**src/rtl/whack_a_mole_scorer.sv**
```systemverilog
// whack_a_mole_scorer: classifies mole windows as hits/misses and tracks reaction times.
// Define SCORER_PENALTY_EN to count false whacks and deduct a hit for each one.
module whack_a_mole_scorer #(
  parameter int SCORE_W     = 8,
  parameter int REACT_W     = 10,
  parameter int SYNC_STAGES = 2
) (
  input  logic               clk,
  input  logic               rst,
  input  logic               ms_tick,
  input  logic               game_in_progress,
  input  logic               mole_up_window,
  input  logic               whack_button,
  output logic [SCORE_W-1:0] hits,
  output logic [SCORE_W-1:0] misses,
  output logic [SCORE_W-1:0] false_whacks,
  output logic               hit_pulse,
  output logic               miss_pulse,
  output logic [REACT_W-1:0] reaction_ms,
  output logic [REACT_W-1:0] best_reaction_ms,
  output logic [1:0]         dbg_state
);
  typedef enum logic [1:0] {IDLE = 2'd0, DOWN = 2'd1, ARMED = 2'd2, WHACKED = 2'd3} state_t;
  state_t state, nxt;
  logic [SYNC_STAGES-1:0] sync;
  logic press_q, mu_q, gip_q;
  logic press, rise, fall, start;
  logic hit, miss, game_clr, rcnt_clr;
  logic [REACT_W-1:0] rcnt, rval;
  assign press = sync[SYNC_STAGES-1] & ~press_q;
  assign rise = mole_up_window & ~mu_q;
  assign fall = ~mole_up_window & mu_q;
  assign start = game_in_progress & ~gip_q;
  assign dbg_state = state;
  // gip_q resets high so a game already running at reset release is not seen as a start
  always_ff @(posedge clk or posedge rst) begin
    if (rst) begin
      sync <= '0;
      press_q <= 1'b0;
      mu_q <= 1'b0;
      gip_q <= 1'b1;
    end else begin
      sync <= {sync[SYNC_STAGES-2:0], whack_button};
      press_q <= sync[SYNC_STAGES-1];
      mu_q <= mole_up_window;
      gip_q <= game_in_progress;
    end
  end
  always_ff @(posedge clk or posedge rst) begin
    if (rst) state <= IDLE;
    else state <= nxt;
  end
  always_comb begin
    nxt = state;
    if (state == IDLE) nxt = start ? (mole_up_window ? ARMED : DOWN) : IDLE;
    else if (!game_in_progress) nxt = IDLE;
    else if (state == DOWN) nxt = rise ? (press ? WHACKED : ARMED) : DOWN;
    else if (state == ARMED) nxt = fall ? DOWN : (press ? WHACKED : ARMED);
    else nxt = fall ? DOWN : WHACKED;
  end
  always_comb begin
    hit = game_in_progress && press && ((state == DOWN && rise) || (state == ARMED && mole_up_window));
    miss = game_in_progress && fall && state == ARMED;
    game_clr = state == IDLE && start;
    rcnt_clr = game_clr || (state == DOWN && rise);
    rval = (state == ARMED) ? rcnt : '0;
  end
`ifdef SCORER_PENALTY_EN
  logic fw;
  assign fw = game_in_progress && press && !rise && state == DOWN;
  always_ff @(posedge clk or posedge rst) begin
    if (rst) false_whacks <= '0;
    else if (game_clr) false_whacks <= '0;
    else if (fw && !(&false_whacks)) false_whacks <= false_whacks + SCORE_W'(1);
  end
`else
  assign false_whacks = '0;
`endif
  always_ff @(posedge clk or posedge rst) begin
    if (rst) begin
      hits <= '0;
      misses <= '0;
      reaction_ms <= '0;
      best_reaction_ms <= '1;
      hit_pulse <= 1'b0;
      miss_pulse <= 1'b0;
      rcnt <= '0;
    end else begin
      hit_pulse <= hit;
      miss_pulse <= miss;
      rcnt <= rcnt_clr ? '0 : (state == ARMED && ms_tick && !(&rcnt)) ? rcnt + REACT_W'(1) : rcnt;
      if (game_clr) begin
        hits <= '0;
        misses <= '0;
        reaction_ms <= '0;
      end else begin
        if (hit) begin
          hits <= (&hits) ? hits : hits + SCORE_W'(1);
          reaction_ms <= rval;
          best_reaction_ms <= (rval < best_reaction_ms) ? rval : best_reaction_ms;
        end
`ifdef SCORER_PENALTY_EN
        else if (fw) hits <= (hits == '0) ? hits : hits - SCORE_W'(1);
`endif
        if (miss) misses <= (&misses) ? misses : misses + SCORE_W'(1);
      end
    end
  end
endmodule

```
**config.mk**
```make
export PLATFORM = sky130hd
export DESIGN_NAME = whack_a_mole_scorer
export DESIGN_NICKNAME = d
export VERILOG_FILES = /design/src/rtl/whack_a_mole_scorer.sv
export SDC_FILE = /design/constraint.sdc
export NUM_CORES = 1
export LEC_CHECK = 0
export BUFFER_PORTS_ARGS = -buffer_cell sky130_fd_sc_hd__buf_4
export CORE_MARGIN = 5
export CORE_UTILIZATION = 50
export DETAILED_ROUTE_END_ITERATION = 10
export HOLD_SLACK_MARGIN = 0.03
export PLACE_DENSITY = 0.84
export SYNTH_ARGS = -nofsm -noshare
export SYNTH_HDL_FRONTEND = slang
export SYNTH_SLANG_ARGS = --single-unit
```
**constraint.sdc**
```tcl
create_clock -name clk -period 2.78 [get_ports clk]
set_input_delay 0.695 -clock clk [delete_from_list [all_inputs] [get_ports clk]]
set_output_delay 0.695 -clock clk [all_outputs]
set_load 0.01 [all_outputs]
```
==> metrics.txt, run 1 <==
status completed; Avg Inst Size Synth 10.8 µm²; sequential area share after synthesis 0.482; crit path DAT 2.81 ns; antenna viol nets, final 0; Critical Path Max Stage Delay 0.38 ns; predominant post-synthesis flop cell dfrtp_1; final worst slack 0.216 ns; clk sink count 55; CP Cell Sequence and2b_4 > and2_1 > ha_1 > and4b_1 > o311a_1 > a2111oi_4 > buf_4 > mux2_2; clock skew 0.0117 ns; Initial DRT Pass Iterations 4; Worst Path Required 3.03 ns; CTS-repair resized insts 0; GR Util met2 0.263; GPL Wtd Cong 0.785; Die Span Y 85.9 µm; Crit Path Category flop to flop; crit-path max FO 15; Area Growth Syn to Fin 18.7%; I/O pin count 54; synthesized area 2880 µm²; final setup fails 0; worst hold slack 0.360 ns; # DRC 0; Most Crowded Layer GR met2; Syn. warnings 0; CTS Root Cell clkbuf_8; RSZ-0062 raised after global routing false; Post-CTS Setup Inserts 0; Buffers on Ports 45; Starting Density 0.521; drt wl/cell 14.6 µm; slew at the pin closest to its max-slew limit 0.752 ns; Post-Place Worst Slack 0.228 ns; largest net degree at the start of global routing 38; row count 27; htree depth 2; clock buffers created by TritonCTS 5; Die Wd 85.9 µm; CORE AREA 5540 µm²; initial antenna violation count 0; power per cell area 417 nW/µm²; Reg clk slew, reported paths 0.10 ns; register bit total from synthesis 55; Hold-fix buffers, CTS 0; Post-Route WL 5.77 mm; number of max-cap violations 0; layout cells sized above 1 0.318; Mapped Cells 267; Total GRT Usage 0.163; worst relative slew slack 0.496; clk_lat worst skew 0.32 ns; Fmax 390 MHz; via count 2208; Worst setup EP type flop; Period Utilization, post-route 0.922; min Tclk post-route 2.56 ns; number of fill cells in the layout 464; DR iter-0 viols 127; Max clock buf depth 2; Yosys cell types 45; crit path launch type flop; vias in the first global route 2086; EDFF count, synth 0; die area 7390 µm²; worst hold path type flop to flop; Fin. Hold Viols 0; CTS tree done; GR Util met3 0.0298; Max Transition Viols Final 0; first-pass GRT wire length 9.79 mm; VDD IR max 0.000204 V; grt total ovfl 0; Worst path slowest cell dfrtp_1; Via density 5.58; async set-reset flop share out of synthesis 1.00; Inserted Diodes 0; DP Wirelength 4.30 mm; Static Leak 1.60 nW; grt met1 use 0.222; Final nets 341
cells in the mapped netlist (all sizes together) (2+ instances only):
cell type,count,share of area
a211oi,2,0.0052
a21oi,10,0.017
and2,12,0.026
and3,5,0.011
and3b,2,0.0065
and4,4,0.012
buf,9,0.023
clkbuf,3,0.0039
dfrtp,44,0.38
dfstp,11,0.10
ha,12,0.052
inv,15,0.020
mux2,20,0.078
mux2i,11,0.038
nand2,15,0.020
nand2b,2,0.0043
nand3,13,0.023
nand4,8,0.017
nor2,10,0.014
nor2b,3,0.0065
nor3,6,0.010
nor4,4,0.0087
o211ai,7,0.018
o21ai,12,0.021
o31ai,5,0.013
or3,4,0.0087
xor2,2,0.0061
where the power goes:
part           switching (mW)  total [mW]  internal (mW)
Combinational          0.0872       0.145         0.0577
Clock                   0.267       0.445          0.178
Sequential             0.0200       0.839          0.819
final cells by class:
class,count,area [µm²],area share
multi-input combinational,192,1400,0.407
sequential,55,1390,0.406
timing repair buffer,54,405,0.118
tap,72,90.1,0.0263
clock buffer,5,68.8,0.0201
inverter,15,56.3,0.0164
clock inverter,3,18.8,0.00548
layout by cell type (no fill, tap or decap), drive strengths merged, types with 11 or more instances in the layout:
| cell | n |
|---|---|
| dfrtp | 44 |
| and2 | 12 |
| mux2 | 20 |
| buf | 54 |
| dfstp | 11 |
| ha | 12 |
| mux2i | 11 |
| nand3 | 13 |
| inv | 16 |
| o21ai | 12 |
| nand2 | 15 |
layer usage:
metal / part of all wire / up-vias
met4: 0.011 / 0
met1: 0.45 / 1082
met3: 0.042 / 6
met5: 0 / -
li1: - / 1073
met2: 0.50 / 47
critical path: cells and delay by family (launching register included):
family	cells	cell delay [ns]
buffers and inverters	1	0.24
multiplexers	1	0.36
flip-flops	1	0.38
adder cells (fa/ha/maj)	1	0.25
AO/OA/AOI/OAI	2	0.54
AND/OR/NAND/NOR	3	0.73
metrics by stage:
step | cells | setup TNS [ns] | power [mW] | instance area [µm²] | util
floorplan | 274 | -0.399 | 0.951 | 2920 | -
global placement | 388 | 0 | 0.995 | 3340 | 0.602
detailed placement | 388 | 0 | 0.999 | 3340 | 0.602
CTS | 396 | 0 | 1.44 | 3420 | 0.618
global route | 396 | 0 | 1.49 | 3420 | 0.618
finish | 396 | 0 | 1.43 | 3420 | 0.618
registers in the layout (all words and copies together), names as in the netlist:
signal            flops
best_reaction_ms     10
dbg_state             2
gip_q                 1
hit_pulse             1
hits                  8
miss_pulse            1
misses                8
mu_q                  1
press_q               1
rcnt                 10
reaction_ms          10
sync                  2
cells by family after synthesis:
logic type,Yosys count,share of synthesized area
simple gates,96,0.193
flops,55,0.482
compound gates,43,0.103
mux,31,0.116
buf+inv,27,0.0469
fa+ha+maj,12,0.0521
xor+xnor,2,0.00607
other cells,1,0.00130
path summary, 6_finish.rpt:
| path | from | to | slack [ns] | depth (start not counted) |
|---|---|---|---|---|
| max | dbg_state[0] | best_reaction_ms[3] | 0.22 | 8 |
| min | sync[0] | sync[1] | 0.36 | 0 |
| max reg2reg | dbg_state[0] | best_reaction_ms[3] | 0.22 | 8 |
| min reg2reg | sync[0] | sync[1] | 0.36 | 0 |
| max in group asynchronous | rst | best_reaction_ms[0] | 1.94 | 3 |
| min in group asynchronous | rst | misses[2] | 0.40 | 3 |
Note: power is estimated with default switching activity, not from simulation.
==> run 2, diff against run 1 <==
--- a/config.mk
+++ b/config.mk
@@ -6,6 +6,7 @@
 export NUM_CORES = 1
 export LEC_CHECK = 0
 export BUFFER_PORTS_ARGS = -buffer_cell sky130_fd_sc_hd__buf_4
+export CORE_ASPECT_RATIO = 0.8
 export CORE_MARGIN = 5
 export CORE_UTILIZATION = 50
 export DETAILED_ROUTE_END_ITERATION = 10
==> run 2 against run 1 <==
Register-to-register slack hardly changed. Final cell count is 1.0% higher. Largest power group unchanged. Die area is 0.13% higher. Global-route usage is 0.95 points higher. Total power hardly changed. Setup slack better by 0.0098 ns. Critical path depth stayed put. Cell area is 0.15% higher. Highest routed layer unchanged. Sequential power hardly changed. Sequential share of layout area is 0.059 points lower. Largest cell class unchanged.
==> metrics.txt, run 2 (synthesized netlist as in run 1, its figures left out) <==
status completed (unchanged); antenna viol nets, final 0 (unchanged); Starting Density 0.522 (was 0.521); Die Wd 94.9 µm (was 85.9 µm); last element of the critical path best_reaction_ms[0] (was best_reaction_ms[3]); DP Wirelength 4.61 mm (was 4.30 mm); FF-to-FF Start dbg_state[0] (unchanged); VDD IR max 0.000314 V (was 0.000204 V); number of fill cells in the layout 464 (unchanged); Multi-input gate area 1400 µm² (unchanged); Fmax 392 MHz (was 390 MHz); CP Depth 8 (unchanged); worst hold path type flop to flop (unchanged); via count 2222 (was 2208); Via density 5.56 (was 5.58); placed cell area 3340 µm² (about the same); Max clock buf depth 2 (unchanged); clock buffers created by TritonCTS 5 (unchanged); Worst R2R Path Depth 8 (unchanged); leading registers by flop count best_reaction_ms: 10 flops, rcnt: 10 flops, reaction_ms: 10 flops (unchanged); Static Leak 1.60 nW (about the same); CTS tree done (unchanged); commonest non-fill, non-tap cells in the layout buf_4 (51), dfrtp_1 (44), mux2_2 (19) (was buf_4 (54), dfrtp_1 (44), mux2_2 (19)); clock skew 0.0150 ns (was 0.0117 ns); register-to-register setup slack 0.23 ns (was 0.22 ns); CP Cell Sequence and2b_4 > and2_1 > ha_1 > and4b_1 > o311a_1 > a2111oi_4 > buf_4 > mux2_2 (unchanged); critical path startpoint dbg_state[0] (unchanged); Worst path slowest cell dfrtp_1 (unchanged); slew at the pin closest to its max-slew limit 0.710 ns (was 0.752 ns); Crit Path Category flop to flop (unchanged); die area 7400 µm² (was 7390 µm²); Critical Path Max Stage Delay 0.39 ns (was 0.38 ns); Total GRT Usage 0.172 (was 0.163); row count 24 (was 27); GPL Wtd Cong 0.825 (was 0.785); RSZ-0062 raised after global routing false (unchanged); Inserted Diodes 0 (unchanged); crit-path max FO 15 (unchanged); Buffers on Ports 45 (unchanged); min Tclk post-route 2.55 ns (was 2.56 ns); crit path buf inv count 1 (unchanged); initial antenna violation count 0 (unchanged); # DRC 0 (unchanged); CTS Root Cell clkbuf_8 (unchanged); largest net degree at the start of global routing 29 (was 38); reg-to-reg endpoint best_reaction_ms[0] (was best_reaction_ms[3]); post-route cell area 3430 µm² (was 3420 µm²); worst relative slew slack 0.525 (was 0.496); Worst setup EP type flop (unchanged); worst hold slack 0.352 ns (was 0.360 ns); crit path DAT 2.81 ns (about the same); Final nets 339 (was 341); DR iter-0 viols 126 (was 127); Reg clk slew, reported paths 0.11 ns (was 0.10 ns); Register Area 1390 µm² (unchanged); CORE AREA 5530 µm² (was 5540 µm²); I/O pin count 54 (unchanged); Max Transition Viols Final 0 (unchanged); layout cells sized above 1 0.314 (was 0.318); CTS-repair resized insts 0 (unchanged); clk_lat worst skew 0.32 ns (about the same); crit path launch type flop (unchanged); Worst Path Required 3.04 ns (was 3.03 ns); power per cell area 417 nW/µm² (about the same); drt wl/cell 15.2 µm (was 14.6 µm); htree depth 2 (unchanged); number of max-cap violations 0 (unchanged); final setup fails 0 (unchanged); Hold-fix buffers, CTS 0 (unchanged); total power 1.43 mW (about the same); Post-Route WL 6.09 mm (was 5.77 mm); vias in the first global route 2118 (was 2086); cell family with most CP delay simple AND/OR/NAND/NOR gates (unchanged); most common cell after layout, fill and taps aside buf_4 (unchanged); Period Utilization, post-route 0.919 (was 0.922); Post-CTS Setup Inserts 0 (unchanged); Die Span Y 77.9 µm (was 85.9 µm); grt total ovfl 0 (unchanged); Area Growth Syn to Fin 18.9% (was 18.7%); post-route setup TNS 0 ns (unchanged); first-pass GRT wire length 10.2 mm (was 9.79 mm); Fin. Hold Viols 0 (unchanged); Initial DRT Pass Iterations 4 (unchanged); clk sink count 55 (unchanged)
==> run 2: worst min-delay path by stage <==
| stage | from | endpoint | slack (ns) | cells after the start |
|---|---|---|---|---|
| after floorplan | sync[0] | sync[1] | 0.33 | 0 |
| after global placement | sync[0] | sync[1] | 0.33 | 0 |
| after detailed placement | sync[0] | sync[1] | 0.34 | 0 |
| after CTS | sync[0] | sync[1] | 0.35 | 0 |
| after global routing | sync[0] | sync[1] | 0.36 | 0 |
| final | sync[0] | sync[1] | 0.35 | 0 |
==> run 2: power by group <==
part	internal [mW]	leakage [nW]	switching, mW	total [mW]
Sequential	0.819	0.716	0.0208	0.840
Clock	0.178	0.0483	0.266	0.444
Combinational	0.0584	0.832	0.0874	0.146
Total	1.06	1.60	0.374	1.43
==> run 2: layer usage <==
layer,global-route usage,vias up,part of all wire
met2,0.278,68,0.48
li1,-,1073,-
met1,0.239,1074,0.46
met3,0.0300,7,0.053
met4,0.0490,0,0.012
met5,0,-,0
==> run 2: stage by stage <==
stage | setup slack (ns) | util | cells
global placement | 0.175 | 0.605 | 392
CTS | 0.216 | 0.621 | 400
finish | 0.226 | 0.621 | 400
global route | 0.0984 | 0.621 | 400
detailed placement | 0.146 | 0.605 | 392
floorplan | -0.0444 | - | 274
==> run 2: final cells by class <==
class,instances,share of cell area
Sequential cell,55,0.405
Clock inverter,3,0.00547
Tap cell,78,0.0285
Clock buffer,5,0.0201
Inverter,15,0.0164
Multi-Input combinational cell,192,0.407
Timing Repair Buffer,52,0.117
==> run 2: worst reg2reg max path, cell delays in order (launching register included) <==
cell and delay (ns):
dfrtp_1 0.39, and2b_4 0.33, and2_1 0.19, ha_1 0.25, and4b_1 0.19, o311a_1 0.35
a2111oi_4 0.18, buf_4 0.25, mux2_2 0.36
